$ cat config.mk
export PLATFORM = sky130hd
export DESIGN_NAME = boid_state_ram
export DESIGN_NICKNAME = d
export VERILOG_FILES = /design/src/rtl/boid_state_ram.sv
export SDC_FILE = /design/constraint.sdc
export NUM_CORES = 1
export LEC_CHECK = 0
export BUFFER_PORTS_ARGS = -buffer_cell sky130_fd_sc_hd__buf_4
export CAP_MARGIN = 30
export CORE_AREA = 2 2 414 416
export CTS_BUF_LIST = sky130_fd_sc_hd__clkbuf_8
export DETAILED_ROUTE_END_ITERATION = 8
export DIE_AREA = 0 0 416 418
export GPL_ROUTABILITY_DRIVEN = 0
export PLACE_DENSITY = 0.61
export SYNTH_ARGS = -nofsm -noshare
export SYNTH_HDL_FRONTEND = slang
export SYNTH_SLANG_ARGS = --single-unit
$ cat constraint.sdc
create_clock -name clk -period 6.86 [get_ports clk]
set_input_delay 1.029 -clock clk [delete_from_list [all_inputs] [get_ports clk]]
set_output_delay 1.029 -clock clk [all_outputs]
set_load 0.02 [all_outputs]
$ cat src/rtl/boid_state_ram.sv
`default_nettype none
// ============================================================================
// Module      : boid_state_ram
// Description : Per-boid state store sitting between the boid update pipeline
//               and the VGA draw logic. Six RAM banks (x, y, vx, vy, vx_acc,
//               vy_acc) with one synchronous read port and one masked write
//               port. An integrated init FSM grid-fills every boid after
//               reset or on a refill request.
// Revision    : 1.0 - initial release
// ----------------------------------------------------------------------------
// Optional build macro:
//   BOID_STATE_RAM_RDW_BYPASS_EN - a same-cycle read and write to the same
//                                  valid address returns the new data for the
//                                  written fields (zero added latency).
//                                  Undefined: read-old-data, no bypass mux.
// ----------------------------------------------------------------------------
// Ports:
//   clk            clock
//   reset          synchronous, active-low reset
//   refill_req     one-cycle pulse, re-initialises all boids when READY
//   is_refilling   high while the init FSM owns the RAM
//   rd_en/rd_addr  read request / boid index
//   rd_valid       read data valid, one cycle after an accepted read
//   *_out          read data, sign-extended to 32 bits, held between reads
//   wr_en/wr_addr  write request / boid index
//   wb_mask        per-field write enable [0]x [1]y [2]vx [3]vy [4]vx_acc
//                  [5]vy_acc
//   *_in           write data, low field-width bits stored
// ============================================================================
module boid_state_ram #(
  parameter int NUM_BOIDS = 8,
  parameter int X_W       = 28,
  parameter int Y_W       = 27,
  parameter int V_W       = 21,
  parameter int ACC_W     = 32,
  parameter int FRAC      = 16,
  parameter int GRID_COLS = 540,
  localparam int AW       = (NUM_BOIDS > 1) ? $clog2(NUM_BOIDS) : 1
) (
  input  logic          clk,
  input  logic          reset,
  input  logic          refill_req,
  output logic          is_refilling,
  input  logic          rd_en,
  input  logic [AW-1:0] rd_addr,
  output logic          rd_valid,
  output logic [31:0]   x_out,
  output logic [31:0]   y_out,
  output logic [31:0]   vx_out,
  output logic [31:0]   vy_out,
  output logic [31:0]   vx_acc_out,
  output logic [31:0]   vy_acc_out,
  input  logic          wr_en,
  input  logic [AW-1:0] wr_addr,
  input  logic [5:0]    wb_mask,
  input  logic [31:0]   x_in,
  input  logic [31:0]   y_in,
  input  logic [31:0]   vx_in,
  input  logic [31:0]   vy_in,
  input  logic [31:0]   vx_acc_in,
  input  logic [31:0]   vy_acc_in
);

  // Init grid constants, kept 32 bits wide and truncated at the bank input.
  localparam logic [31:0]   c_BASE     = 32'(100 << FRAC);
  localparam logic [31:0]   c_STEP     = 32'(10 << FRAC);
  localparam logic [31:0]   c_VINIT    = 32'(4 << FRAC);
  localparam logic [31:0]   c_COL_LAST = 32'(GRID_COLS - 1);
  localparam logic [AW-1:0] c_LAST     = AW'(NUM_BOIDS - 1);
  localparam logic [AW:0]   c_NB       = (AW + 1)'(NUM_BOIDS);

  typedef enum logic [0:0] {
    S_FILL  = 1'b0,
    S_READY = 1'b1
  } state_t;

  state_t        r_state;
  logic [AW-1:0] r_ctr;
  logic [31:0]   r_col;
  logic [31:0]   r_fill_x;
  logic [31:0]   r_fill_y;
  logic          r_is_refilling;

  // --------------------------------------------------------------------------
  // Init FSM. Column and row positions are tracked incrementally so the grid
  // coordinates need no divider or multiplier.
  // --------------------------------------------------------------------------
  always_ff @(posedge clk) begin
    if (!reset) begin
      r_state        <= S_FILL;
      r_ctr          <= '0;
      r_col          <= '0;
      r_fill_x       <= c_BASE;
      r_fill_y       <= c_BASE;
      r_is_refilling <= 1'b1;
    end else begin
      case (r_state)
        S_FILL: begin
          if (r_ctr == c_LAST) begin
            r_state        <= S_READY;
            r_is_refilling <= 1'b0;
          end
          r_ctr <= r_ctr + AW'(1);
          if (r_col == c_COL_LAST) begin
            r_col    <= '0;
            r_fill_x <= c_BASE;
            r_fill_y <= r_fill_y + c_STEP;
          end else begin
            r_col    <= r_col + 32'd1;
            r_fill_x <= r_fill_x + c_STEP;
          end
        end
        S_READY: begin
          if (refill_req) begin
            r_state        <= S_FILL;
            r_is_refilling <= 1'b1;
            r_ctr          <= '0;
            r_col          <= '0;
            r_fill_x       <= c_BASE;
            r_fill_y       <= c_BASE;
          end
        end
        default: begin
          r_state        <= S_FILL;
          r_is_refilling <= 1'b1;
        end
      endcase
    end
  end

  assign is_refilling = r_is_refilling;

  // --------------------------------------------------------------------------
  // Address range checks; a power-of-two depth can never be out of range.
  // --------------------------------------------------------------------------
  logic w_rd_inrange;
  logic w_wr_inrange;

  generate
    if (NUM_BOIDS == (1 << AW)) begin : g_pow2_depth
      assign w_rd_inrange = 1'b1;
      assign w_wr_inrange = 1'b1;
    end else begin : g_bounded_depth
      assign w_rd_inrange = ({1'b0, rd_addr} < c_NB);
      assign w_wr_inrange = ({1'b0, wr_addr} < c_NB);
    end
  endgenerate

  // --------------------------------------------------------------------------
  // Write-port arbitration: the fill engine owns the port during FILL and
  // external traffic is dropped.
  // --------------------------------------------------------------------------
  logic          w_fill;
  logic          w_wr_acc;
  logic          w_rd_acc;
  logic [5:0]    w_we;
  logic [AW-1:0] w_waddr;
  logic [X_W-1:0]   w_wd_x;
  logic [Y_W-1:0]   w_wd_y;
  logic [V_W-1:0]   w_wd_vx;
  logic [V_W-1:0]   w_wd_vy;
  logic [ACC_W-1:0] w_wd_ax;
  logic [ACC_W-1:0] w_wd_ay;

  assign w_fill   = (r_state == S_FILL);
  assign w_wr_acc = wr_en && !w_fill && w_wr_inrange;
  assign w_rd_acc = rd_en && !w_fill;
  assign w_we     = w_fill ? 6'h3F : (w_wr_acc ? wb_mask : 6'h00);
  assign w_waddr  = w_fill ? r_ctr : wr_addr;
  assign w_wd_x   = w_fill ? r_fill_x[X_W-1:0]  : x_in[X_W-1:0];
  assign w_wd_y   = w_fill ? r_fill_y[Y_W-1:0]  : y_in[Y_W-1:0];
  assign w_wd_vx  = w_fill ? c_VINIT[V_W-1:0]   : vx_in[V_W-1:0];
  assign w_wd_vy  = w_fill ? c_VINIT[V_W-1:0]   : vy_in[V_W-1:0];
  assign w_wd_ax  = w_fill ? '0                 : vx_acc_in[ACC_W-1:0];
  assign w_wd_ay  = w_fill ? '0                 : vy_acc_in[ACC_W-1:0];

  // Upper input bits beyond the field widths are intentionally discarded.
  logic w_unused_bits;
  assign w_unused_bits = ^{x_in, y_in, vx_in, vy_in, vx_acc_in, vy_acc_in,
                           r_fill_x, r_fill_y};

  // --------------------------------------------------------------------------
  // RAM banks: one simple-dual-port bank per field, no reset so they map onto
  // block RAM. Each bank has its own process to keep inference clean.
  // --------------------------------------------------------------------------
  logic [X_W-1:0]   r_mem_x  [NUM_BOIDS];
  logic [Y_W-1:0]   r_mem_y  [NUM_BOIDS];
  logic [V_W-1:0]   r_mem_vx [NUM_BOIDS];
  logic [V_W-1:0]   r_mem_vy [NUM_BOIDS];
  logic [ACC_W-1:0] r_mem_ax [NUM_BOIDS];
  logic [ACC_W-1:0] r_mem_ay [NUM_BOIDS];

  logic [X_W-1:0]   r_rd_x;
  logic [Y_W-1:0]   r_rd_y;
  logic [V_W-1:0]   r_rd_vx;
  logic [V_W-1:0]   r_rd_vy;
  logic [ACC_W-1:0] r_rd_ax;
  logic [ACC_W-1:0] r_rd_ay;

  logic w_rd_mem;
  assign w_rd_mem = w_rd_acc && w_rd_inrange;

  always_ff @(posedge clk) begin
    if (w_we[0]) r_mem_x[w_waddr] <= w_wd_x;
    if (w_rd_mem) r_rd_x <= r_mem_x[rd_addr];
  end

  always_ff @(posedge clk) begin
    if (w_we[1]) r_mem_y[w_waddr] <= w_wd_y;
    if (w_rd_mem) r_rd_y <= r_mem_y[rd_addr];
  end

  always_ff @(posedge clk) begin
    if (w_we[2]) r_mem_vx[w_waddr] <= w_wd_vx;
    if (w_rd_mem) r_rd_vx <= r_mem_vx[rd_addr];
  end

  always_ff @(posedge clk) begin
    if (w_we[3]) r_mem_vy[w_waddr] <= w_wd_vy;
    if (w_rd_mem) r_rd_vy <= r_mem_vy[rd_addr];
  end

  always_ff @(posedge clk) begin
    if (w_we[4]) r_mem_ax[w_waddr] <= w_wd_ax;
    if (w_rd_mem) r_rd_ax <= r_mem_ax[rd_addr];
  end

  always_ff @(posedge clk) begin
    if (w_we[5]) r_mem_ay[w_waddr] <= w_wd_ay;
    if (w_rd_mem) r_rd_ay <= r_mem_ay[rd_addr];
  end

  // --------------------------------------------------------------------------
  // Read control. r_zero forces the outputs to 0 after reset and after an
  // out-of-range read, leaving the unreset bank output registers untouched.
  // Every register here only updates on an accepted read, so outputs hold.
  // --------------------------------------------------------------------------
  logic r_rd_valid;
  logic r_zero;

  always_ff @(posedge clk) begin
    if (!reset) begin
      r_rd_valid <= 1'b0;
      r_zero     <= 1'b1;
    end else begin
      r_rd_valid <= w_rd_acc;
      if (w_rd_acc) begin
        r_zero <= !w_rd_inrange;
      end
    end
  end

  assign rd_valid = r_rd_valid;

  logic [X_W-1:0]   w_q_x;
  logic [Y_W-1:0]   w_q_y;
  logic [V_W-1:0]   w_q_vx;
  logic [V_W-1:0]   w_q_vy;
  logic [ACC_W-1:0] w_q_ax;
  logic [ACC_W-1:0] w_q_ay;

`ifdef BOID_STATE_RAM_RDW_BYPASS_EN
  // Captures the write data of a colliding write alongside the old read data;
  // the per-field select then picks the new value for written fields only.
  logic             w_rdw;
  logic [5:0]       r_byp_sel;
  logic [X_W-1:0]   r_byp_x;
  logic [Y_W-1:0]   r_byp_y;
  logic [V_W-1:0]   r_byp_vx;
  logic [V_W-1:0]   r_byp_vy;
  logic [ACC_W-1:0] r_byp_ax;
  logic [ACC_W-1:0] r_byp_ay;

  assign w_rdw = w_rd_acc && w_wr_acc && (rd_addr == wr_addr);

  always_ff @(posedge clk) begin
    if (!reset) begin
      r_byp_sel <= '0;
    end else if (w_rd_acc) begin
      r_byp_sel <= w_rdw ? wb_mask : 6'h00;
    end
  end

  always_ff @(posedge clk) begin
    if (w_rdw) begin
      r_byp_x  <= w_wd_x;
      r_byp_y  <= w_wd_y;
      r_byp_vx <= w_wd_vx;
      r_byp_vy <= w_wd_vy;
      r_byp_ax <= w_wd_ax;
      r_byp_ay <= w_wd_ay;
    end
  end

  assign w_q_x  = r_byp_sel[0] ? r_byp_x  : r_rd_x;
  assign w_q_y  = r_byp_sel[1] ? r_byp_y  : r_rd_y;
  assign w_q_vx = r_byp_sel[2] ? r_byp_vx : r_rd_vx;
  assign w_q_vy = r_byp_sel[3] ? r_byp_vy : r_rd_vy;
  assign w_q_ax = r_byp_sel[4] ? r_byp_ax : r_rd_ax;
  assign w_q_ay = r_byp_sel[5] ? r_byp_ay : r_rd_ay;
`else
  assign w_q_x  = r_rd_x;
  assign w_q_y  = r_rd_y;
  assign w_q_vx = r_rd_vx;
  assign w_q_vy = r_rd_vy;
  assign w_q_ax = r_rd_ax;
  assign w_q_ay = r_rd_ay;
`endif

  // Sign-extend each field from its MSB up to 32 bits.
  assign x_out      = r_zero ? 32'd0 : 32'($signed(w_q_x));
  assign y_out      = r_zero ? 32'd0 : 32'($signed(w_q_y));
  assign vx_out     = r_zero ? 32'd0 : 32'($signed(w_q_vx));
  assign vy_out     = r_zero ? 32'd0 : 32'($signed(w_q_vy));
  assign vx_acc_out = r_zero ? 32'd0 : 32'($signed(w_q_ax));
  assign vy_acc_out = r_zero ? 32'd0 : 32'($signed(w_q_ay));

endmodule
`default_nettype wire

==> results_dict.tcl <==
set metrics [dict create \
    status "finished, final reports clean" \
    cts_buffer_depth 4 \
    hold_class "input pin to register" \
    core-area_um2 169000 \
    power_w 0.0196 \
    grt_pass1_vias 30390 \
    stdcell_area_um2 69600 \
    syn_nets 3086 \
    async_flop_share_pct 0 \
    post_drt_wl_per_cell_um 24.1 \
    wirelength_mm 140 \
    arrival_ns 3.23 \
    die_area_um2 174000 \
    power_frac_clock_pct 39.9 \
    crit_type "register to output port" \
    rr_endpoint "r_rd_vy[8]$_DFFE_PP_" \
    ys_top_cells_by_count "1449 x edfxtp_1, 322 x mux4_2, 182 x mux2_2" \
    worstSetupEndpointType "output port" \
    die_h_um 418 \
    final_max_slew_viol_count 0 \
    dpl.hpwl_mm 78.5 \
    cp-start-kind "register" \
    yosysWarnings 0 \
    critPathMaxStageDelay_ns 0.88 \
    synth_cell_types 65 \
    reg2reg_from "r_state$_SDFF_PN0_" \
    worstMarginPinSlew_ns 0.994 \
    antenna_found_initial 15 \
    postCtsHoldBufs 0 \
    dp_slack_ns 3.01 \
    rsz0062_at_grt "false" \
    relSlewSlack_pct 33.3 \
    cts-root-buf "clkbuf_8" \
    fin_cells 5804 \
    dp.cells 5338 \
    drive_above_1_share_pct 37.6 \
    cts.sinks 1509 \
    seq_power_share_pct 54.0 \
    htreeDepth 5 \
    synth_cells 2872 \
    cpMostUsedCell "buf_4" \
    grt_pass1_wl_mm 202 \
    cts_buffers 274 \
    path_max_fanout 55 \
    vias 28757 \
    cp-startpoint "r_zero$_SDFFE_PN1P_" \
    area_delta_synth_final_pct 18.2 \
    synth_edf_count 1449 \
    postCtsSetupRepairBufs 0 \
    syn_area_um2 58900 \
    pwr-share-comb_pct 6.1 \
    pin_count 403 \
    syn_avg_cell_area_um2 20.5 \
    rows 151 \
    setup_tns_ns 0 \
    seq_area_frac_synth_pct 75.9 \
    skew_ns 0.0845 \
    p_int_w 0.0153 \
    netSwitchingPower_w 0.00438 \
    crit_slowest_cell "dfxtp_4" \
    crit_chain "buf_4, nor2b_1, buf_4" \
    clk_pin_slew_worst_paths_ns 0.06 \
    rrSetupSlack_ns 3.77 \
    ys_ff_latch 1509 \
    synth_area_leaders "edfxtp_1 74%, mux4_2 12%, mux2_2 3.5%" \
    initial_core_util_pct 34.8 \
    post-route-min-period_ns 4.26 \
    hold_viol 0 \
    drc_errors 0 \
    synth_area_leader_cell "edfxtp_1" \
    yosys.area.top_type_share_pct 73.9 \
    max_freq_mhz 235 \
    cts_tree "built" \
    setup_ws_ns 2.60 \
    cts_resized 0 \
    first_pass_iters 5 \
    maxCapViolCount 0 \
    ant_nets 0 \
    fin_crit_sh_pct 62.1 \
    max-vdd-ir-drop_v 0.000179 \
    viasPerCell 4.95 \
    track_usage_pct 16.0 \
    setup_viol_count_final 0 \
    grt.overflow.total 0 \
    grt_max_degree 150 \
    final_nets 3612 \
    yosysMostFrequentCell "edfxtp_1" \
    synth_ff_type "edfxtp_1" \
    placed_area_um2 64700 \
    clock_latency_ns 1.00 \
    powerDensity_nw_per_um2 282 \
    required_ns 5.83 \
    cp-endpoint "y_out[30]" \
    drt_iter0_drc 2145 \
    io_buffers 371 \
    p_leak_nw 23.6 \
    p_sw_share_pct 22.3 \
    die_w_um 416 \
    r2r_cells 3 \
]
[placed cells by master, fill, tap and decap left out, drive strengths merged, types with 6 or more instances in the layout]
| cell | synthesis | layout |
|---|---|---|
| edfxtp | 1449 | 1449 |
| buf | 82 | 431 |
| mux4 | 322 | 322 |
| clkbuf | 101 | 282 |
| mux2 | 182 | 182 |
| nor2b | 162 | 162 |
| and2 | 140 | 140 |
| clkinv | 0 | 90 |
| inv | 15 | 81 |
| nor2 | 71 | 71 |
| dfxtp | 60 | 60 |
| nand2 | 53 | 53 |
| o21ai | 27 | 27 |
| a31oi | 25 | 25 |
| a21oi | 25 | 25 |
| nand3 | 25 | 25 |
| nand2b | 12 | 12 |
| bufinv | 0 | 12 |
| nand4 | 12 | 12 |
| nor3 | 10 | 10 |
| a21o | 9 | 9 |
| xor2 | 9 | 9 |
| diode | 0 | 8 |
| clkinvlp | 0 | 8 |
| nor4 | 8 | 8 |
| and3 | 7 | 7 |
| or3 | 7 | 7 |
| a21boi | 6 | 6 |
[cells by family (layout without fill, tap and decap cells)]
kind of cell               Yosys count  in the layout  share of synthesized area, %
adders and majority gates            5              5                         0.106
buffers and inverters              198            904                          1.57
xor gates and xnor gates            10             10                         0.149
other                                0              8                             0
DFF                               1509           1509                          75.9
muxes                              505            505                          15.8
AOI/OAI and AO/OA                  120            120                          1.31
and+or+nand+nor                    525            525                          5.16
[through the flow]
stage,util (%),hold slack (ns)
finish,41.2,0.317
global route,41.2,0.226
CTS,41.1,0.167
detailed placement,38.2,0.471
global placement,38.2,0.461
floorplan,-,0.448
[how the worst min path moves through the flow]
stage	start	end	slack [ns]	cells past startpoint
detailed placement	r_fill_y[24]$_SDFFE_PN0P_	r_fill_y[24]$_SDFFE_PN0P_	0.47	1
floorplan	r_col[28]$_SDFFE_PN0P_	r_col[28]$_SDFFE_PN0P_	0.45	1
global route	reset	is_refilling$_SDFFE_PN1P_	0.23	2
CTS	reset	is_refilling$_SDFFE_PN1P_	0.17	2
global placement	r_fill_y[24]$_SDFFE_PN0P_	r_fill_y[24]$_SDFFE_PN0P_	0.46	1
finish	reset	is_refilling$_SDFFE_PN1P_	0.32	2
[power groups by stage]
stage	Combinational (W)	Clock, W	Sequential, W
2_1_floorplan	0.000763	0	0.0108
3_3_place_gp	0.00120	0	0.0108
3_5_place_dp	0.00123	0	0.0108
4_1_cts	0.00124	0.00809	0.0106
5_1_grt	0.00130	0.00849	0.0106
6_report	0.00120	0.00783	0.0106
[flip-flops by register name, summed over array words and instances (netlist names)]
name and cells:
r_rd_vy 21, r_mem_x 224, r_mem_vy 168, r_zero 1
r_rd_y 27, r_mem_y 216, rd_valid 1, r_rd_ay 32
r_rd_x 28, r_mem_vx 168, r_rd_ax 32, r_mem_ax 256
r_ctr 3, is_refilling 1, r_col 32, r_mem_ay 256
r_fill_y 10, r_state 1, r_rd_vx 21, r_fill_x 11
[final cells by class]
cell class | instances | area [um^2]
Antenna cell | 8 | 20.0
Sequential cell | 1509 | 44700
Fill cell | 14955 | 99500
Timing Repair Buffer | 433 | 3460
Inverter | 15 | 56.3
Clock inverter | 176 | 1060
Multi-Input combinational cell | 1165 | 13700
Tap cell | 2218 | 2780
Clock buffer | 280 | 3850
[critical path, delay by kind of cell (launching register included)]
| kind | cells | cell delay (ns) |
|---|---|---|
| flip-flops | 1 | 0.88 |
| buffers and inverters | 2 | 1.05 |
| AND/OR/NAND/NOR | 1 | 0.25 |
[per-layer routing]
metal	vias up	global-route usage [%]	share of wire (%)
met1	15145	20.1	41
li1	12635	-	-
met3	231	3.09	4.3
met2	746	27.1	51
met4	0	6.53	3.0
met5	-	0	0
Note: power is estimated with default switching activity, not from simulation.
